**config.mk**
```make
export PLATFORM = sky130hd
export DESIGN_NAME = message_tx
export DESIGN_NICKNAME = d
export VERILOG_FILES = /design/src/rtl/message_tx_pkg.sv /design/src/rtl/message_tx_uart_tx.sv /design/src/rtl/message_tx.sv
export SDC_FILE = /design/constraint.sdc
export NUM_CORES = 1
export LEC_CHECK = 0
export BUFFER_PORTS_ARGS = -buffer_cell sky130_fd_sc_hd__buf_2
export CORE_ASPECT_RATIO = 0.8
export CORE_UTILIZATION = 59
export DETAILED_ROUTE_END_ITERATION = 10
export GPL_TIMING_DRIVEN = 0
export PLACE_DENSITY = 0.77
export SLEW_MARGIN = 25
export SYNTH_ARGS = -nofsm -noshare
export SYNTH_HDL_FRONTEND = slang
export SYNTH_SLANG_ARGS = --single-unit
```
**constraint.sdc**
```tcl
create_clock -name clk -period 2.7 [get_ports clk]
set_clock_uncertainty 0.15 [all_clocks]
set_input_delay 0.405 -clock clk [delete_from_list [all_inputs] [get_ports clk]]
set_output_delay 0.405 -clock clk [all_outputs]
set_load 0.02 [all_outputs]
```
**src/rtl/message_tx_pkg.sv**
```systemverilog
// Shared types and constants for the UART message transmitter.
// Imported by the top level of the message sender.
package message_tx_pkg;

    typedef enum logic [2:0] {
        ST_IDLE,
        ST_LOAD,
        ST_SEND,
        ST_WAIT,
        ST_GAP
    } message_tx_state_t;

    localparam logic [7:0] ASCII_CR = 8'h0D;
    localparam logic [7:0] ASCII_LF = 8'h0A;

endpackage

```
**src/rtl/message_tx_uart_tx.sv**
```systemverilog
// 8N1 UART transmitter: start bit, 8 data bits LSB first, stop bit.
// busy rises the cycle after send is sampled and drops after the stop bit.
module uart_tx #(
    parameter int CLOCKS_PER_BIT = 868
) (
    input  logic       clk,
    input  logic       rst,
    input  logic       send,
    input  logic [7:0] data,
    output logic       busy,
    output logic       tx
);

    localparam int CW = (CLOCKS_PER_BIT > 1) ? $clog2(CLOCKS_PER_BIT) : 1;

    logic [CW-1:0] clk_cnt;
    logic [3:0]    bit_cnt;
    logic [9:0]    shift;

    // Frame shifter: latch the byte on send, then step one bit per bit period.
    always_ff @(posedge clk) begin
        if (rst) begin
            busy    <= 1'b0;
            shift   <= '1;
            clk_cnt <= '0;
            bit_cnt <= '0;
        end else if (!busy) begin
            if (send) begin
                busy    <= 1'b1;
                shift   <= {1'b1, data, 1'b0};
                clk_cnt <= '0;
                bit_cnt <= '0;
            end
        end else if (clk_cnt == CW'(CLOCKS_PER_BIT - 1)) begin
            clk_cnt <= '0;
            shift   <= {1'b1, shift[9:1]};
            bit_cnt <= bit_cnt + 4'd1;
            if (bit_cnt == 4'd9) begin
                busy <= 1'b0;
            end
        end else begin
            clk_cnt <= clk_cnt + 1'b1;
        end
    end

    assign tx = busy ? shift[0] : 1'b1;

endmodule

```
**src/rtl/message_tx.sv**
```systemverilog
// Streams a compile-time message (optionally CR/LF terminated) over uart_tx,
// with optional repeat after an idle gap and a frame-safe abort.
module message_tx
    import message_tx_pkg::*;
#(
    parameter int                   CLOCK_RATE  = 100_000_000,
    parameter int                   BAUD_RATE   = 115_200,
    parameter int                   MSG_LEN     = 13,
    parameter logic [MSG_LEN*8-1:0] MESSAGE     = "Hello, World!",
    parameter bit                   APPEND_CRLF = 1'b1,
    parameter int                   GAP_CYCLES  = 1000,
    localparam int                  N           = MSG_LEN + (APPEND_CRLF ? 2 : 0),
    localparam int                  IW          = $clog2(N + 1)
) (
    input  logic          clk,
    input  logic          rst,
    input  logic          trigger,
    input  logic          repeat_en,
    input  logic          abort,
    output logic          tx,
    output logic          busy,
    output logic          done,
    output logic [IW-1:0] char_index
);

    localparam int CPB = CLOCK_RATE / BAUD_RATE;
    localparam int GW  = (GAP_CYCLES > 1) ? $clog2(GAP_CYCLES) : 1;

    message_tx_state_t state;
    message_tx_state_t state_next;
    logic [IW-1:0]     idx_next;
    logic [GW-1:0]     gap_cnt;
    logic [GW-1:0]     gap_next;
    logic              send;
    logic              send_next;
    logic              done_next;
    logic              uart_busy;
    logic [7:0]        data;

    // Character select: message bytes first-char-MSB, then optional CR, LF.
    always_comb begin
        data = 8'h00;
        for (int i = 0; i < MSG_LEN; i++) begin
            if (char_index == IW'(i)) begin
                data = MESSAGE[(MSG_LEN-1-i)*8 +: 8];
            end
        end
        if (APPEND_CRLF) begin
            if (char_index == IW'(N - 2)) data = ASCII_CR;
            if (char_index == IW'(N - 1)) data = ASCII_LF;
        end
    end

    // Next-state and registered-output logic for the sequencer.
    always_comb begin
        state_next = state;
        idx_next   = char_index;
        gap_next   = gap_cnt;
        send_next  = 1'b0;
        done_next  = 1'b0;
        unique case (state)
            ST_IDLE: begin
                if (trigger && !abort) begin
                    state_next = ST_LOAD;
                    idx_next   = '0;
                end
            end
            ST_LOAD: begin
                send_next  = 1'b1;
                state_next = ST_SEND;
            end
            ST_SEND: begin
                state_next = ST_WAIT;
            end
            ST_WAIT: begin
                if (!uart_busy) begin
                    if (abort) begin
                        state_next = ST_IDLE;
                    end else if (char_index == IW'(N - 1)) begin
                        done_next = 1'b1;
                        if (repeat_en) begin
                            state_next = ST_GAP;
                            gap_next   = GW'(GAP_CYCLES - 1);
                        end else begin
                            state_next = ST_IDLE;
                        end
                    end else begin
                        idx_next   = char_index + 1'b1;
                        state_next = ST_LOAD;
                    end
                end
            end
            ST_GAP: begin
                if (abort) begin
                    state_next = ST_IDLE;
                end else if (gap_cnt == '0) begin
                    idx_next   = '0;
                    state_next = ST_LOAD;
                end else begin
                    gap_next = gap_cnt - 1'b1;
                end
            end
            default: begin
                state_next = ST_IDLE;
            end
        endcase
    end

    // State and datapath registers.
    always_ff @(posedge clk) begin
        if (rst) begin
            state      <= ST_IDLE;
            char_index <= '0;
            gap_cnt    <= '0;
            send       <= 1'b0;
            done       <= 1'b0;
        end else begin
            state      <= state_next;
            char_index <= idx_next;
            gap_cnt    <= gap_next;
            send       <= send_next;
            done       <= done_next;
        end
    end

    assign busy = (state != ST_IDLE);

    uart_tx #(
        .CLOCKS_PER_BIT(CPB)
    ) u_uart (
        .clk  (clk),
        .rst  (rst),
        .send (send),
        .data (data),
        .busy (uart_busy),
        .tx   (tx)
    );

endmodule

```
# ---- Yosys cells after proc, flatten, opt, wreduce, memory -nomap -nowiden
# Index checks and enable logic that the tools add are counted.
dict set report totals {
  regBits 44
  out_inout_bits 7
}
dict set report op_classes {
  addsub 4
  eq_ne 31
  n_mux 53
  bitwise 1
  reduce_logical 14
}
# op count
set op_table {}
lappend op_table {{2-to-1 mux 10 bit} 12}
lappend op_table {{2-to-1 mux 8 bit} 14}
lappend op_table {{2-to-1 mux 4 bit} 9}
lappend op_table {{equality test 4 bit (second input constant)} 8}
lappend op_table {{2-to-1 mux 3 bit} 7}
lappend op_table {{inequality test 2 bit (second input constant)} 10}
lappend op_table {{case mux 10 bit (2 select lines)} 1}
lappend op_table {{equality test 4 x 3 -> 1 bit (second input constant)} 4}
lappend op_table {{case mux 3 bit (5 select lines)} 1}
lappend op_table {{AND reduction 7 bit} 2}
lappend op_table {{case mux 4 bit (3 select lines)} 1}
lappend op_table {{adder 10 x 1 -> 10 bit (second input constant)} 1}
lappend op_table {{equality test 10 bit (second input constant)} 1}
lappend op_table {{zero test 10 bit} 1}
lappend op_table {{subtractor 10 x 1 -> 10 bit (second input constant)} 1}
lappend op_table {{adder 4 x 1 -> 4 bit (second input constant)} 2}
lappend op_table {{equality test 4 x 2 -> 1 bit (second input constant)} 2}
lappend op_table {{2-to-1 mux 1 bit} 7}
lappend op_table {{2-to-1 mux 7 bit} 1}
lappend op_table {{equality test 3 x 2 -> 1 bit (second input constant)} 2}
lappend op_table {{nonzero test 3 bit} 2}
lappend op_table {{equality test 4 x 1 -> 1 bit (second input constant)} 1}
lappend op_table {{zero test 4 bit} 1}
lappend op_table {{nonzero test 2 bit} 2}
lappend op_table {{10 further kinds} 10}

# ---- Depth between registers and ports, before layout
dict set report logic_depth {
  word_depth 18
  mapped_depth 8
  depth_no_buf 7
}

# ---- By module
# From an unflattened synthesis, not the netlist that was laid out.
dict set report hier_totals {
  cells_unflattened 311
  hier_area_um2 2648.8
}
# module n_inst cells_per_inst area_per_inst_um2 seq_area_each_um2
set modules_own_cells {}
lappend modules_own_cells {message_tx 1 172 1437.6 380.4}
lappend modules_own_cells {uart_tx 1 139 1211.2 480.5}

# ---- Least setup slack after synthesis
# Ideal clock, no wire load.
dict set report synth_timing {
  path_type {reg-to-reg}
  start {register char_index[1]}
  end {register gap_cnt[3]}
  setup_ns 0.123
  arrival_time_ns 1.885
  path_slack_ns 0.542
  stages_incl_launch_ff 7
  period_less_slack_ns 2.158
  path_cell_list {dfxtp_1 -> ha_1 -> nand3_1 -> or4_1 -> nand2b_1 -> a221oi_1 -> o21ai_1}
}
dict set report synth_via {
  elab_chain_len 3
}
# element line
set synth_lines {}
lappend synth_lines {{start: declaration} message_tx.sv:23} ;# output logic [IW-1:0] char_index
lappend synth_lines {{start signal: assignment} message_tx.sv:119} ;# char_index <= idx_next;
lappend synth_lines {{equality test 4 bit} message_tx.sv:79} ;# end else if (char_index == IW'(N - 1)) begin
lappend synth_lines {{inequality test 2 bit (no line)} -}
lappend synth_lines {{AND reduction 7 bit (no line)} -}
lappend synth_lines {{end signal: assignment} message_tx.sv:120} ;# gap_cnt <= gap_next;
lappend synth_lines {{end: declaration} message_tx.sv:32} ;# logic [GW-1:0] gap_cnt;
# Every way passes these cells.
# A chain may end at the register's enable or synchronous reset.

# ---- Worst setup path after layout
dict set report layout_timing {
  start {register gap_cnt[0]}
  end {register char_index[2]}
}
dict set report layout_via {
  elab_chain_len 3
}
# element line
set layout_lines {}
lappend layout_lines {{zero test 10 bit} message_tx.sv:96} ;# end else if (gap_cnt == '0) begin
lappend layout_lines {{inequality test 2 bit (no line)} -}
lappend layout_lines {{AND reduction 7 bit (no line)} -}
# Every way passes these cells.

==> reports/summary.txt <==
OUTCOME
----------------------------------------------------------------------------------------
Result of the run                                                              completed

SYNTH
----------------------------------------------------------------------------------------
Post-synthesis xor/xnor area fraction                                             0.0247
Dominant combinational cell family by area after synthesis                  simple AND/OR/NAND/NOR gates
Count of yosys warnings during synthesis                                               0
Synthesized-area fraction occupied by ao, oa, aoi and oai cells                    0.253
Synthesized net count                                                                322
Prevailing post-synth register cell                                              dfxtp_1
Yosys top cell area share                                                          0.347
Top area cells in the synthesized netlist                                   dfxtp_1 35%, a21oi_1 4.8%, o21ai_0 4.4%
Post-synthesis simple-gate area fraction                                           0.283
Adder-Cell Fraction of Synth Area                                                 0.0403
Number of enable flip-flop cells after synthesis                                       0
Post-Syn Area per Cell                                                        8.04 sq um
Number of register bits inferred by synthesis                                         43
Seq/Total Area, Yosys                                                              0.347
Synth area leader                                                                dfxtp_1
Cell count after synthesis                                                           309
Count of cell types in the netlist                                                    55
Share of synthesized flip-flops with an asynchronous set or reset                      0
Netlist area before placement                                                 2480 sq um
Post-synthesis mux area share                                                    0.00806

SETUP PATH
----------------------------------------------------------------------------------------
Critical path endpoint                                                      char_index[2]
Timing startpoint of the critical path                                        gap_cnt[0]
Setup slack, reg-to-reg                                                          0.34 ns
Critical path type                                                            reg -> reg
Endpoint kind of the worst setup timing path                                    register
Number of cells on the worst reg-to-reg path                                           8
Highest net fanout along the worst path                                                6
Reg-to-reg critical path startpoint                                           gap_cnt[0]
WP data arrival                                                                  2.41 ns
Required arrival time at the worst endpoint                                      2.74 ns
Endpoint of the lowest-slack register-to-register path                      char_index[2]
Critical Path Source Type                                                       register

GLOBAL ROUTE
----------------------------------------------------------------------------------------
Initial antenna violation count                                                        0
Via count of the first global-routing pass                                         1,978
Met2 track demand over resource in global routing                                  0.408
Met3 track utilization from global routing                                        0.0523
Maximum number of pins on one net before global-route repair                          13
Global-route usage over all layers                                                 0.266
Leftover overflow at the end of global routing                                         0
Met1 usage                                                                         0.375
Most utilized layer in the global route result                                      met2
Global-route wire length before repair                                           8.94 mm

TIMING
----------------------------------------------------------------------------------------
Number of max-slew violations in the final report                                      0
Sum of negative setup slack                                                         0 ns
Number of endpoints with negative hold slack in the final report                       0
Part of the cycle the worst path needs                                             0.875
Unrepaired setup endpoints after global routing                                       no
Final setup fails                                                                      0
Fmax                                                                           0.423 GHz
Fin crit period                                                                  2.36 ns
Worst-Margin Slew                                                               0.808 ns
Worst-case headroom to the max-slew limit                                          0.457

LAYOUT
----------------------------------------------------------------------------------------
Fill cell total of the finished layout                                               319
Diodes inserted                                                                        0
Fraction of layout instances using a drive strength above 1                       0.0856
Fin area                                                                      2680 sq um
Final net count                                                                      339
Syn-to-layout area delta                                                           8.06%

DRT
----------------------------------------------------------------------------------------
Final Routed Wirelength                                                          5.58 mm
Via count of the routed design                                                     2,360
Average routed wire per standard cell                                            14.6 um
DRC violation count after routing                                                      0
First-iteration detailed-routing DRC count                                           197
Via/cell ratio                                                                      6.18
Post-route antenna net violation count                                                 0
Number of detailed-route iterations in the first pass                                  5

PLACED DESIGN
----------------------------------------------------------------------------------------
Port-buffer cells                                                                     10
RD Place Congestion                                                                0.853
Total half-perimeter wirelength after legalization and detailed placement        3.99 mm
Placed instance area                                                          2600 sq um

FLOORPLANNING
----------------------------------------------------------------------------------------
Area of the die                                                               4470 sq um
Die boundary height                                                              60.0 um
Core footprint                                                                3900 sq um
Effective utilization at floorplan                                                 0.636
Std cell rows                                                                         20
Horiz. Die Dim                                                                   74.5 um
Total I/O pin count                                                                   12

PWR
----------------------------------------------------------------------------------------
Total power divided by cell area                                             512 nW/um^2
Leakage dissipation                                                              1.00 nW
IR Drop Worst-Case VDD                                                            390 uV
Total Power                                                                      1.37 mW

CTS
----------------------------------------------------------------------------------------
Setup bufs post-CTS                                                                    0
Clock Tree Buf Depth                                                                   2
Number of sinks driven by the clock tree                                              43
CTS buffer count                                                                       5
Worst-Skew Late Latency                                                          0.30 ns
CTS clock-pin slew for the worst setup and hold paths                            0.08 ns
Resize count post-CTS                                                                  0
Clock tree from TritonCTS                                                           done
Deepest level of the CTS H-tree                                                        2
Clock Root Buffer                                                               clkbuf_8
Hold buffer count at CTS                                                               0

JOB
----------------------------------------------------------------------------------------
Number of maximum-capacitance constraint violations                                    0

WORST HOLD PATH
----------------------------------------------------------------------------------------
Min-Delay Path Class                                                           in -> reg

[worst max-delay path: stages, from the launching register on]
cell and delay (ns):
dfxtp_1 0.33, inv_1 0.09, ha_1 0.20, or3b_1 0.35, clkbuf_1 0.21, o41ai_4 0.34, a21boi_4 0.29, o22ai_1 0.10
a22o_1 0.19
[flip-flops by register name, indices dropped and copies added (netlist names)]
register,flops
u_uart.bit_cnt,4
char_index,4
state,3
send,1
u_uart.busy,1
gap_cnt,10
u_uart.shift,9
u_uart.clk_cnt,10
done,1
[final cells by class]
cell class                      count  area (sq um)  share of cell area
Multi-Input combinational cell    238          1510               0.564
Tap cell                           55          68.8              0.0256
Clock inverter                      1          5.00             0.00186
Timing Repair Buffer               10          50.0              0.0186
Clock buffer                        7          76.3              0.0284
Buffer                             19          76.3              0.0284
Sequential cell                    43           861               0.321
Inverter                            9          33.8              0.0126
[synthesized netlist by cell type, types with 4 or more instances]
cell type	instances
dfxtp_1	43
inv_1	8
o31ai_1	7
o21ai_0	22
nor2_1	25
nor4_1	4
nor3_1	15
xnor2_1	5
a31oi_1	8
nand2_1	20
nand3_1	18
nor3b_1	5
nand2b_1	10
a21oi_1	24
nor2b_1	7
clkbuf_1	15
ha_1	8
buf_2	4
or3_1	8
[power breakdown]
part	leakage, nW	internal, mW	switching (mW)
clock	0.0422	0.182	0.217
combinational	0.613	0.0999	0.177
sequential	0.348	0.674	0.0234
total	1.00	0.956	0.417
[routing by layer]
metal / part of all wire / wire length (um)
met1: 0.49 / 2740
met5: 0 / 0
met4: 0.014 / 78
met3: 0.065 / 363
met2: 0.43 / 2400
[layout by cell type, fill, tap and decap left out, types with 3 or more instances in the layout]
| cell type | count |
|---|---|
| a211oi_1 | 3 |
| a21oi_1 | 24 |
| a311oi_1 | 3 |
| a31oi_1 | 8 |
| and3_1 | 3 |
| buf_2 | 14 |
| clkbuf_1 | 17 |
| clkbuf_8 | 5 |
| dfxtp_1 | 43 |
| ha_1 | 8 |
| inv_1 | 8 |
| nand2_1 | 20 |
| nand2b_1 | 10 |
| nand3_1 | 18 |
| nor2_1 | 25 |
| nor2b_1 | 7 |
| nor3_1 | 15 |
| nor3b_1 | 5 |
| nor4_1 | 4 |
| o211ai_1 | 3 |
| o21ai_0 | 22 |
| o31ai_1 | 7 |
| or3_1 | 8 |
| xnor2_1 | 5 |
[cell families (layout without fill, tap and decap cells)]
group           count (synthesis)  in the layout
mux                             2              2
simple gates                  130            130
fa+ha+maj                       8              8
flops                          43             43
buf+inv                        28             46
xor+xnor                        7              7
compound gates                 91             91
[stage by stage]
stage	worst slack, ns	utilization	hold WS, ns	std cells
2_1_floorplan	0.542	-	0.283	309
3_3_place_gp	0.392	0.667	0.301	374
3_5_place_dp	0.380	0.667	0.309	374
4_1_cts	0.356	0.688	0.280	382
5_1_grt	0.166	0.688	0.299	382
6_report	0.338	0.688	0.282	382
[how the worst min path moves through the flow]
| stage | startpoint | cells past startpoint | endpoint | slack (ns) |
|---|---|---|---|---|
| after global routing | abort | 2 | done | 0.30 |
| final | abort | 2 | done | 0.28 |
| after CTS | abort | 2 | done | 0.28 |
| after global placement | u_uart.shift[4] | 2 | u_uart.shift[4] | 0.30 |
| after floorplan | u_uart.shift[2] | 2 | u_uart.shift[2] | 0.28 |
| after detailed placement | u_uart.shift[2] | 2 | u_uart.shift[2] | 0.31 |
Note: power is estimated with default switching activity, not from simulation.
